**src/rtl/pipe_hazard_scoreboard.sv**
```systemverilog
// pipe_hazard_scoreboard
//   Hazard and forwarding controller for the in-order pipeline. It tracks the
//   destination register of every in-flight instruction in a STAGES-deep shift
//   register (entry 1 = EX, entry 2 = MEM, entry 3 = WB). It then produces
//   the ID load-use stall and the per-operand EX forward selects.
//
//   Optional feature macro: PIPE_HAZARD_SCOREBOARD_STALL_CNT_EN
//     When defined, adds stall_cnt_o. This is a saturating 32-bit count of
//     the stall cycles that were not overridden by a flush.
//
// Ports
//   clk_i          clock
//   rst_i          asynchronous reset, active low
//   id_valid_i     ID holds a real instruction
//   id_src_i       ID source addresses, operand j at [j*AW +: AW]
//   id_dst_i       ID destination address
//   id_regwrite_i  ID instruction writes a register
//   id_memread_i   ID instruction is a load
//   flush_i        squash the instructions in ID and EX
//   stall_o        hold PC and IF/ID, inject a bubble into EX
//   fwd_sel_o      per-operand EX forward select, field j at [j*SELW +: SELW]
//                  (0 = register file, v = tracker entry v+1)
//   ex_valid_o     EX holds a real instruction
//   stall_cnt_o    stall counter (only with the macro above)
//
// The tracker assumes STAGES >= 2, because the flush squashes entries 1 and 2.

module pipe_hazard_scoreboard #(
  parameter int STAGES   = 3,
  parameter int NUM_SRC  = 2,
  parameter int AW       = 5,
  parameter int LOAD_LAT = 2,
  parameter int SELW     = $clog2(STAGES)
) (
  input  logic                      clk_i,
  input  logic                      rst_i,
  input  logic                      id_valid_i,
  input  logic [NUM_SRC*AW-1:0]     id_src_i,
  input  logic [AW-1:0]             id_dst_i,
  input  logic                      id_regwrite_i,
  input  logic                      id_memread_i,
  input  logic                      flush_i,
  output logic                      stall_o,
  output logic [NUM_SRC*SELW-1:0]   fwd_sel_o,
`ifdef PIPE_HAZARD_SCOREBOARD_STALL_CNT_EN
  output logic [31:0]               stall_cnt_o,
`endif
  output logic                      ex_valid_o
);

  // Tracker entries, indexed 1..STAGES (entry k is k stages after ID)
  logic [STAGES:1] ent_valid;
  logic [STAGES:1] ent_regwrite;
  logic [STAGES:1] ent_memread;
  logic [AW-1:0]   ent_dst [1:STAGES];

  // Source addresses of the instruction currently in EX
  logic [AW-1:0]   ex_src [NUM_SRC];

  logic            issue;

  // Load-use check: a load that is still too young to forward (entries
  // 1..LOAD_LAT-1) and targets any ID source holds ID. Register 0 is excluded.
  always_comb begin
    logic hazard;
    hazard = 1'b0;
    for (int j = 0; j < NUM_SRC; j++) begin
      for (int k = 1; k < LOAD_LAT && k <= STAGES; k++) begin
        if (ent_valid[k] && ent_regwrite[k] && ent_memread[k] &&
            ent_dst[k] == id_src_i[j*AW +: AW] &&
            id_src_i[j*AW +: AW] != '0)
          hazard = 1'b1;
      end
    end
    stall_o = id_valid_i & hazard;
  end

  // Forward select: scan from the oldest entry to the youngest so that the
  // youngest matching writer overwrites older ones. Entry 1 is EX itself and
  // never feeds EX.
  always_comb begin
    fwd_sel_o = '0;
    for (int j = 0; j < NUM_SRC; j++) begin
      for (int k = STAGES; k >= 2; k--) begin
        if (ent_valid[k] && ent_regwrite[k] && ent_dst[k] == ex_src[j] &&
            ex_src[j] != '0)
          fwd_sel_o[j*SELW +: SELW] = SELW'(k - 1);
      end
    end
  end

  assign issue      = id_valid_i & ~stall_o & ~flush_i;
  assign ex_valid_o = ent_valid[1];

  // Tracker shift. Entry 1 takes the ID instruction only when it really
  // advances; otherwise it takes a bubble. A flush also squashes the
  // instruction leaving EX, so entry 2 becomes a bubble instead of receiving
  // the old entry 1.
  always_ff @(posedge clk_i or negedge rst_i) begin
    if (!rst_i) begin
      ent_valid    <= '0;
      ent_regwrite <= '0;
      ent_memread  <= '0;
      for (int k = 1; k <= STAGES; k++) ent_dst[k] <= '0;
      for (int j = 0; j < NUM_SRC; j++) ex_src[j] <= '0;
    end else begin
      for (int k = STAGES; k >= 2; k--) begin
        ent_valid[k]    <= ent_valid[k-1];
        ent_regwrite[k] <= ent_regwrite[k-1];
        ent_memread[k]  <= ent_memread[k-1];
        ent_dst[k]      <= ent_dst[k-1];
      end
      if (issue) begin
        ent_valid[1]    <= 1'b1;
        ent_regwrite[1] <= id_regwrite_i;
        ent_memread[1]  <= id_memread_i;
        ent_dst[1]      <= id_dst_i;
        for (int j = 0; j < NUM_SRC; j++) ex_src[j] <= id_src_i[j*AW +: AW];
      end else begin
        ent_valid[1]    <= 1'b0;
        ent_regwrite[1] <= 1'b0;
        ent_memread[1]  <= 1'b0;
        ent_dst[1]      <= '0;
        for (int j = 0; j < NUM_SRC; j++) ex_src[j] <= '0;
      end
      if (flush_i) begin
        ent_valid[2]    <= 1'b0;
        ent_regwrite[2] <= 1'b0;
        ent_memread[2]  <= 1'b0;
        ent_dst[2]      <= '0;
      end
    end
  end

`ifdef PIPE_HAZARD_SCOREBOARD_STALL_CNT_EN
  // Count only the stalls the pipeline honours (a flush overrides a stall).
  // The count saturates at all-ones.
  always_ff @(posedge clk_i or negedge rst_i) begin
    if (!rst_i)
      stall_cnt_o <= '0;
    else if (stall_o && !flush_i && stall_cnt_o != 32'hFFFF_FFFF)
      stall_cnt_o <= stall_cnt_o + 32'd1;
  end
`endif

endmodule

```
**config.mk**
```make
export PLATFORM = sky130hd
export DESIGN_NAME = pipe_hazard_scoreboard
export DESIGN_NICKNAME = d
export VERILOG_FILES = /design/src/rtl/pipe_hazard_scoreboard.sv
export SDC_FILE = /design/constraint.sdc
export NUM_CORES = 1
export LEC_CHECK = 0
export ABC_AREA = 1
export BUFFER_PORTS_ARGS = -buffer_cell sky130_fd_sc_hd__buf_2
export CELL_PAD_IN_SITES_DETAIL_PLACEMENT = 0
export CELL_PAD_IN_SITES_GLOBAL_PLACEMENT = 1
export CORE_MARGIN = 2
export CORE_UTILIZATION = 41
export CTS_CLUSTER_DIAMETER = 150
export DETAILED_ROUTE_END_ITERATION = 8
export MAX_ROUTING_LAYER = met4
export PLACE_DENSITY = 0.81
export SYNTH_ARGS = -nofsm -noshare
export SYNTH_HDL_FRONTEND = slang
export SYNTH_SLANG_ARGS = --single-unit
```
**constraint.sdc**
```tcl
create_clock -name clk_i -period 1.5 [get_ports clk_i]
set_input_delay 0.225 -clock clk_i [delete_from_list [all_inputs] [get_ports clk_i]]
set_output_delay 0.225 -clock clk_i [all_outputs]
set_load 0.005 [all_outputs]
```
==> impl_metrics.csv, run 1 <==
group,metric,value,unit
power_and_ir_drop,clkPwrFrac,0.410,
sta,finClkSkew,0.00343,ns
synth,yosys_most_used_dff,"dfrtp_1",
status,violations,"negative setup slack",
power_and_ir_drop,vdd_drop_max,0.000630,V
sta,fmax,611,MHz
sta,tns,-0.423,ns
synth,yosysSeqAreaShare,0.497,
grt,grt_pass1_wl,5.29,mm
sta,relSlewSlack,0.742,
flow_run,maxCapViolations,0,
cells_and_area,layout_commonest_cell,"nand2_1",
cts,cts_max_level,2,
placed_design,gp_congestion,0.855,
floorplan,initial_utilization,0.433,
synth,yosys-top-cells-area,"dfrtp_1, nand2_1, inv_1",
cells_and_area,final_core_util,0.561,
detailed_routing,vias_per_cell,4.55,
synth,ys_seq_elements,32,
placed_design,pre_cts_ws,0.114,ns
detailed_routing,drc,0,
grt,grtUsageTotal,0.171,
critical_path,critPathArrivalTime,1.41,ns
detailed_routing,postRouteAntennaNets,0,
power_and_ir_drop,power_frac_seq,0.473,
status,outcome,"complete, but fails checks",
power_and_ir_drop,p_switching,463,uW
cells_and_area,layout-drive-gt1-share,0.368,
cts,clockBufferDepth,2,
synth,yosys_warnings,0,
power_and_ir_drop,power_density,938,nW/um^2
cells_and_area,layout_common_cells,"nand2_1, dfrtp_1, inv_1, nor2_1, buf_2",
cells_and_area,nets,262,
detailed_routing,drtPass1Iterations,4,
sta,rsz0062_at_grt,"true",
critical_path,cp-end-kind,"output pin",
synth,netlist_instances,194,
cells_and_area,final_cell_area,2080,sq um
sta,hold_viol_final,0,
synth,synth.distinct_cells,26,
sta,fin_ws,-0.137,ns
cells_and_area,syn_to_final_growth,29.4,%
sta,holdWs,0.138,ns
sta,drv_slew,0,
floorplan,coreArea,3720,sq um
cts,root_buffer,"clkbuf_8",
floorplan,ios,27,
cts,clk_pin_slew,0.06,ns
grt,grt_max_degree,33,
critical_path,cp_data_required_time,1.27,ns
grt,antenna_found_initial,0,
cells_and_area,seq_area,805,sq um
power_and_ir_drop,pwr-share-comb,0.117,
power_and_ir_drop,intPower,1490,uW
grt,grt_pass1_vias,1232,
floorplan,rows,22,
cts,cts_tree,"built",
synth,synth_edf_count,0,
power_and_ir_drop,power.leakage,0.00110,uW
power_and_ir_drop,sw_frac_of_total,0.237,
critical_path,start_kind,"flip-flop",
cells_and_area,diodes,0,
synth,synth.largest_area_cell,"dfrtp_1",
critical_path,critPathKind,"flip-flop to output pin",
detailed_routing,drtIter0Drc,41,
grt,grt_overflow,0,
synth,syn-num-nets,215,
detailed_routing,wirelength,3.25,mm
synth,synth.top_cell.area_share,0.497,
worst_hold_path,hp-class,"input port to flip-flop",
floorplan,die_y,66.7,um
cells_and_area,multi_input_area,683,sq um
cts,clock-sinks,32,
placed_design,dp_hpwl,2.25,mm
placed_design,numPortBuffers,26,
floorplan,die_w,66.7,um
sta,finalSetupViolations,5,
synth,async_flop_share,1.00,
placed_design,postPlaceCellArea,1760,sq um
sta,min_period,1.64,ns
synth,syn-cell-area,1610,sq um
detailed_routing,routedWlPerCell,11.2,um
sta,fin_crit_sh,1.09,
synth,syn_area_per_cell,8.30,sq um
cells_and_area,fillers,353,
detailed_routing,route.vias.total,1319,
cts,clk-insertion-delay-late,0.28,ns
critical_path,cp_max_fo,4,
cts,cts_buffers,5,
floorplan,die-area,4440,sq um
sta,worst_pin_slew,0.388,ns
## timing repair
item                                    in CTS  in global routing
buffers inserted                             5                  8
gates cloned                                 0                  1
resized for setup                            6                 21
pin swaps                                    8                 11
endpoints found under the setup margin       5                 23
hold buffers                                 1                  0
endpoints found under the hold margin       32                  0
## critical path, stage by stage, from the launching register on
cell,delay [ns]
dfrtp_1,0.43
inv_2,0.07
nand2_1,0.06
o21ai_1,0.07
nor2_1,0.14
nand3_2,0.11
a21oi_1,0.14
buf_2,0.12
## state kept, by name (all words and copies together), names as in the netlist
signal        flops
ent_dst          15
ex_src           10
ent_memread       1
ent_regwrite      3
ent_valid         3
## cells in the mapped netlist, types with 2 or more instances
cell and number:
nand2_1 39, xor2_1 5, nor2_2 9, inv_2 3, nor2_1 33, o21ai_0 4, dfrtp_1 32, o22ai_1 2
nand4_1 3, nor3_1 2, inv_1 34, nand3_1 6, a21oi_1 6, xnor2_1 4
## final cells by class
cell class,count,share of cell area
Clock buffer,6,0.0348
Clock inverter,2,0.0168
Inverter,37,0.0666
Multi-Input combinational cell,123,0.328
Sequential cell,32,0.386
Tap cell,48,0.0288
Timing Repair Buffer,42,0.139
## per-layer routing
layer	track usage	wire length, um	vias to the layer above
met5	-	0	-
met4	0.0842	76	0
met3	0.0507	128	8
met2	0.290	1710	28
met1	0.183	1340	599
li1	-	-	684
## path summary, 6_finish.rpt
check / startpoint / end / slack [ns] / cells past startpoint
max in group asynchronous: rst_i / ent_dst[11]$_DFF_PN0_ / 0.71 / 3
hold / removal: id_dst_i[4] / ent_dst[14]$_DFF_PN0_ / 0.14 / 3
hold reg to reg: ent_regwrite[2]$_DFF_PN0_ / ent_regwrite[3]$_DFF_PN0_ / 0.38 / 0
setup / recovery: ent_dst[12]$_DFF_PN0_ / stall_o / -0.14 / 7
min in group asynchronous: rst_i / ent_dst[5]$_DFF_PN0_ / 0.48 / 3
setup reg to reg: ent_dst[12]$_DFF_PN0_ / ex_src[9]$_DFF_PN0_ / 0.09 / 9
## power groups by stage
stage | registers, uW | clock network [uW] | logic, uW
3_5_place_dp | 934 | 0 | 184
3_3_place_gp | 933 | 0 | 184
6_report | 924 | 802 | 229
2_1_floorplan | 928 | 0 | 129
4_1_cts | 919 | 829 | 195
5_1_grt | 927 | 865 | 261
## cells by family (layout without fill, tap and decap cells)
logic type                count (synthesis)  count (layout)  synth area share
AOI/OAI and AO/OA                        14              14            0.0466
xor gates and xnor gates                  9               9            0.0489
buffers and inverters                    39              87             0.119
and+or+nand+nor                         100             100             0.288
DFF                                      32              32             0.497
## stage by stage
| step | total power [uW] | cells |
|---|---|---|
| final | 1950 | 290 |
| after CTS | 1940 | 282 |
| after floorplan | 1060 | 194 |
| after global placement | 1120 | 268 |
| after global routing | 2050 | 290 |
| after detailed placement | 1120 | 268 |
Note: power is estimated with default switching activity, not from simulation.
==> inputs of run 2 (changes only) <==
- CORE_ASPECT_RATIO: default -> 1.75
- CORE_UTILIZATION: 41 -> 43
- CTS_BUF_LIST: default -> sky130_fd_sc_hd__clkbuf_2
- PLACE_DENSITY: 0.81 -> 0.85
- SLEW_MARGIN: default -> 20
==> impl_metrics.csv, run 2 (synthesis results as in run 1) <==
group,metric,value,unit
status,outcome,"complete, but fails checks",
status,violations,"negative setup slack",
grt,antenna_found_initial,0,
critical_path,rr_worst_depth,9,
cts,clockBufferDepth,2,
cts,cts_tree,"built",
sta,relSlewSlack,0.552,
power_and_ir_drop,power.leakage,0.00106,uW
detailed_routing,postRouteAntennaNets,0,
critical_path,critPathArrivalTime,1.52,ns
cells_and_area,largest_register_ffs,15,
power_and_ir_drop,power_density,843,nW/um^2
cts,root_buffer,"clkbuf_2",
grt,grt_pass1_vias,1245,
sta,finClkSkew,0.00584,ns
flow_run,maxCapViolations,0,
cells_and_area,layout_commonest_cell,"nand2_1",
sta,fin_crit_sh,1.16,
floorplan,die-area,4270,sq um
cells_and_area,final_core_util,0.563,
floorplan,ios,27,
cells_and_area,top_register,"ent_dst",
critical_path,crit_chain,"buf_4, xnor2_4, nand3b_1, nor2_2, nor2_1, buf_2",
cts,cts_max_level,2,
detailed_routing,wirelength,3.43,mm
placed_design,pre_cts_ws,0.103,ns
critical_path,cp-end-kind,"output pin",
sta,drv_slew,0,
detailed_routing,drc,0,
grt,grt_max_degree,33,
sta,worst_pin_slew,0.673,ns
detailed_routing,route.vias.total,1328,
critical_path,cp_slowest_cell,"dfrtp_1",
cells_and_area,diodes,0,
cts,cts_buffers,5,
worst_hold_path,hp-class,"input port to flip-flop",
sta,tns,-0.993,ns
cells_and_area,nets,257,
cells_and_area,layout_common_cells,"nand2_1, inv_1, nor2_1, dfrtp_1, buf_2",
placed_design,dp_hpwl,2.44,mm
floorplan,rows,29,
power_and_ir_drop,p_total,1710,uW
cts,clk-insertion-delay-late,0.36,ns
power_and_ir_drop,vdd_drop_max,0.000693,V
detailed_routing,drtPass1Iterations,4,
cells_and_area,fillers,349,
critical_path,r2r-start,"ent_dst[13]$_DFF_PN0_",
critical_path,cp_data_required_time,1.27,ns
grt,grt_overflow,0,
sta,min_period,1.75,ns
floorplan,die_w,50.3,um
floorplan,initial_utilization,0.448,
detailed_routing,routedWlPerCell,12.1,um
detailed_routing,drtIter0Drc,19,
floorplan,coreArea,3590,sq um
sta,finalSetupViolations,5,
floorplan,die_y,85.0,um
sta,rsz0062_at_grt,"true",
placed_design,numPortBuffers,26,
worst_hold_path,min_delay_path_depth,3,
cells_and_area,multi_input_area,708,sq um
critical_path,start_kind,"flip-flop",
sta,hold_viol_final,0,
cells_and_area,layout-drive-gt1-share,0.363,
cells_and_area,seq_area,807,sq um
detailed_routing,vias_per_cell,4.69,
critical_path,cpPeakStageDelay,0.42,ns
cells_and_area,reg.largest.list,"ent_dst (15), ex_src (10)",
grt,grt_pass1_wl,5.21,mm
grt,grtUsageTotal,0.173,
sta,fmax,573,MHz
sta,fin_ws,-0.246,ns
placed_design,gp_congestion,0.810,
cts,clock-sinks,32,
worst_hold_path,hold_start,"id_memread_i",
cells_and_area,syn_to_final_growth,25.6,%
critical_path,cp_max_fo,2,
cts,clk_pin_slew,0.16,ns
critical_path,setup.worst_path.start,"ex_src[5]$_DFF_PN0_",
critical_path,critPathKind,"flip-flop to output pin",
run 2: timing repair:
item,in CTS,in global routing
cloned,0,1
endpoints found under the hold margin,32,0
gates resized for setup,11,21
pin swaps,11,9
hold buffers,1,0
setup buffers,3,6
endpoints found under the setup margin,5,23
run 2: final cells by class:
cell class,instances,area share
Clock inverter,3,0.0186
Clock buffer,5,0.0124
Tap cell,46,0.0284
Timing Repair Buffer,37,0.123
Inverter,37,0.0686
Multi-Input combinational cell,123,0.350
Sequential cell,32,0.399
run 2: worst max-delay path: cells and delay by family (launching register included):
kind / cells / cell delay, ns
xor+xnor: 1 / 0.19
simple gates: 3 / 0.29
flops: 1 / 0.42
buf+inv: 2 / 0.28
run 2: worst paths after layout:
kind / end / slack (ns)
worst max-delay path: fwd_sel_o[1] / -0.25
worst min-delay path: ent_memread[1]$_DFF_PN0_ / 0.05
worst max register to register: ex_src[1]$_DFF_PN0_ / 0.04
worst min register to register: ent_regwrite[3]$_DFF_PN0_ / 0.41
max in group asynchronous: ent_dst[5]$_DFF_PN0_ / 0.62
min in group asynchronous: ent_dst[13]$_DFF_PN0_ / 0.41
run 2: report_power, final:
part,switching [uW],total (uW),internal (uW)
Clock,289,561,272
Combinational,125,224,99.0
Sequential,29.4,922,893
run 2: layer usage:
layer	GRT usage	part of all wire	vias up
li1	-	-	670
met1	0.144	0.32	616
met2	0.336	0.60	33
met3	0.0317	0.036	9
met4	0.0960	0.038	0
met5	-	0	-
run 2: metrics by stage:
stage / cells / hold WS [ns] / area [sq um]
floorplan: 194 / -0.0706 / 1610
global placement: 264 / 0.300 / 1750
detailed placement: 264 / 0.302 / 1750
CTS: 276 / 0.0195 / 1870
global route: 283 / 0.0191 / 2020
finish: 283 / 0.0472 / 2020
==> inputs of run 3 (changes only) <==
- SKIP_CTS_REPAIR_TIMING: default -> 1
==> impl_metrics.csv, run 3 (synthesis results as in run 1) <==
group,metric,value,unit
cts,clockBufferDepth,2,
cts,clk-insertion-delay-late,0.36,ns
power_and_ir_drop,power_density,875,nW/um^2
detailed_routing,dr.max_layer_used,"met4",
floorplan,rows,29,
floorplan,die_y,85.0,um
cts,cts_buffers,5,
critical_path,cp_max_fo,4,
sta,finClkSkew,0.00290,ns
detailed_routing,drc,0,
grt,grt_overflow,0,
sta,relSlewSlack,0.553,
grt,grtUsageTotal,0.170,
cells_and_area,nets,252,
sta,hold_viol_final,0,
sta,worst_pin_slew,0.671,ns
critical_path,start_kind,"flip-flop",
floorplan,coreArea,3590,sq um
floorplan,initial_utilization,0.448,
flow_run,maxCapViolations,0,
detailed_routing,vias_per_cell,4.58,
sta,fin_crit_sh,1.16,
sta,rsz0062_at_grt,"true",
critical_path,critPathArrivalTime,1.51,ns
cells_and_area,diodes,0,
placed_design,dp_hpwl,2.44,mm
grt,grt_max_degree,33,
grt,grt_pass1_vias,1212,
critical_path,cp-end-kind,"output pin",
detailed_routing,wl_met2,1.90,mm
power_and_ir_drop,power.leakage,0.00103,uW
status,violations,"negative setup slack",
cts,root_buffer,"clkbuf_2",
detailed_routing,route.vias.total,1272,
detailed_routing,routed-wl-met3,115,um
critical_path,cp_data_required_time,1.27,ns
cts,clk_pin_slew,0.15,ns
sta,fmax,576,MHz
cells_and_area,reg.largest.list,"ent_dst (15), ex_src (10)",
cts,cts_max_level,2,
sta,tns,-0.923,ns
sta,fin_ws,-0.235,ns
critical_path,critPathKind,"flip-flop to output pin",
placed_design,numPortBuffers,26,
cells_and_area,layout_commonest_cell,"nand2_1",
sta,finalSetupViolations,5,
detailed_routing,postRouteAntennaNets,0,
placed_design,gp_congestion,0.810,
floorplan,die_w,50.3,um
sta,drv_slew,0,
cells_and_area,top_register,"ent_dst",
detailed_routing,drtIter0Drc,24,
cts,cts_tree,"built",
detailed_routing,routedWlPerCell,11.2,um
placed_design,pre_cts_ws,0.103,ns
floorplan,ios,27,
grt,antenna_found_initial,0,
floorplan,die-area,4270,sq um
cells_and_area,syn_to_final_growth,18.5,%
grt,grt_pass1_wl,5.09,mm
cells_and_area,layout-drive-gt1-share,0.310,
cells_and_area,largest_register_ffs,15,
detailed_routing,met1Wirelength,1.01,mm
sta,min_period,1.73,ns
status,outcome,"complete, but fails checks",
cells_and_area,layout_common_cells,"nand2_1, dfrtp_1, inv_1, nor2_1, buf_2",
detailed_routing,wirelength,3.11,mm
detailed_routing,drtPass1Iterations,4,
power_and_ir_drop,vdd_drop_max,0.000687,V
worst_hold_path,hp-class,"input port to flip-flop",
cts,clock-sinks,32,
[run 3: changes by cell type in the layout (fill, tap and decap cells not counted), sizes merged]
| cell | change |
|---|---|
| buf | -4 |
| clkbuf | -1 |
[run 3: worst max-delay path, stage by stage, from the launching register on]
cell and delay, ns:
dfrtp_1 0.44, inv_2 0.07, nand2_1 0.06, nand2_1 0.06
nor2_2 0.11, nand4_2 0.16, a21oi_2 0.14, buf_2 0.12
[run 3: worst paths after layout]
check / start / end / slack, ns / depth (start not counted)
worst max register to register: ent_dst[13]$_DFF_PN0_ / ex_src[1]$_DFF_PN0_ / 0.13 / 7
min in group asynchronous: rst_i / ent_dst[13]$_DFF_PN0_ / 0.41 / 2
max in group asynchronous: rst_i / ent_dst[8]$_DFF_PN0_ / 0.63 / 2
worst max-delay path: ent_dst[10]$_DFF_PN0_ / stall_o / -0.23 / 7
worst min-delay path: id_memread_i / ent_memread[1]$_DFF_PN0_ / 0.05 / 3
worst min register to register: ent_regwrite[2]$_DFF_PN0_ / ent_regwrite[3]$_DFF_PN0_ / 0.40 / 0
[run 3: report_power, final]
| part | switching, uW | total, uW | internal, uW |
|---|---|---|---|
| registers | 26.8 | 919 | 892 |
| clock network | 282 | 554 | 272 |
| logic | 116 | 197 | 81.7 |
[run 3: per-stage QoR]
stage | utilization | hold slack (ns) | power, uW | cells | area (sq um)
4_1_cts | 0.503 | -0.123 | 1670 | 272 | 1810
6_report | 0.531 | 0.0474 | 1670 | 278 | 1910
2_1_floorplan | - | -0.0706 | 1060 | 194 | 1610
3_3_place_gp | 0.486 | 0.300 | 1110 | 264 | 1750
5_1_grt | 0.531 | 0.0201 | 1760 | 278 | 1910
3_5_place_dp | 0.486 | 0.302 | 1120 | 264 | 1750
[run 3: per-layer routing]
layer | GRT usage | up-vias
li1 | - | 660
met1 | 0.144 | 580
met2 | 0.329 | 26
met3 | 0.0317 | 6
met4 | 0.0909 | 0
met5 | - | -
[run 3: final cells by class]
cell class | count | area, sq um
clock buffer | 5 | 25.0
sequential | 32 | 802
inverter | 37 | 139
timing repair buffer | 32 | 178
clock inverter | 3 | 37.5
fill | 362 | 1680
multi-input combinational | 123 | 669
tap | 46 | 57.6
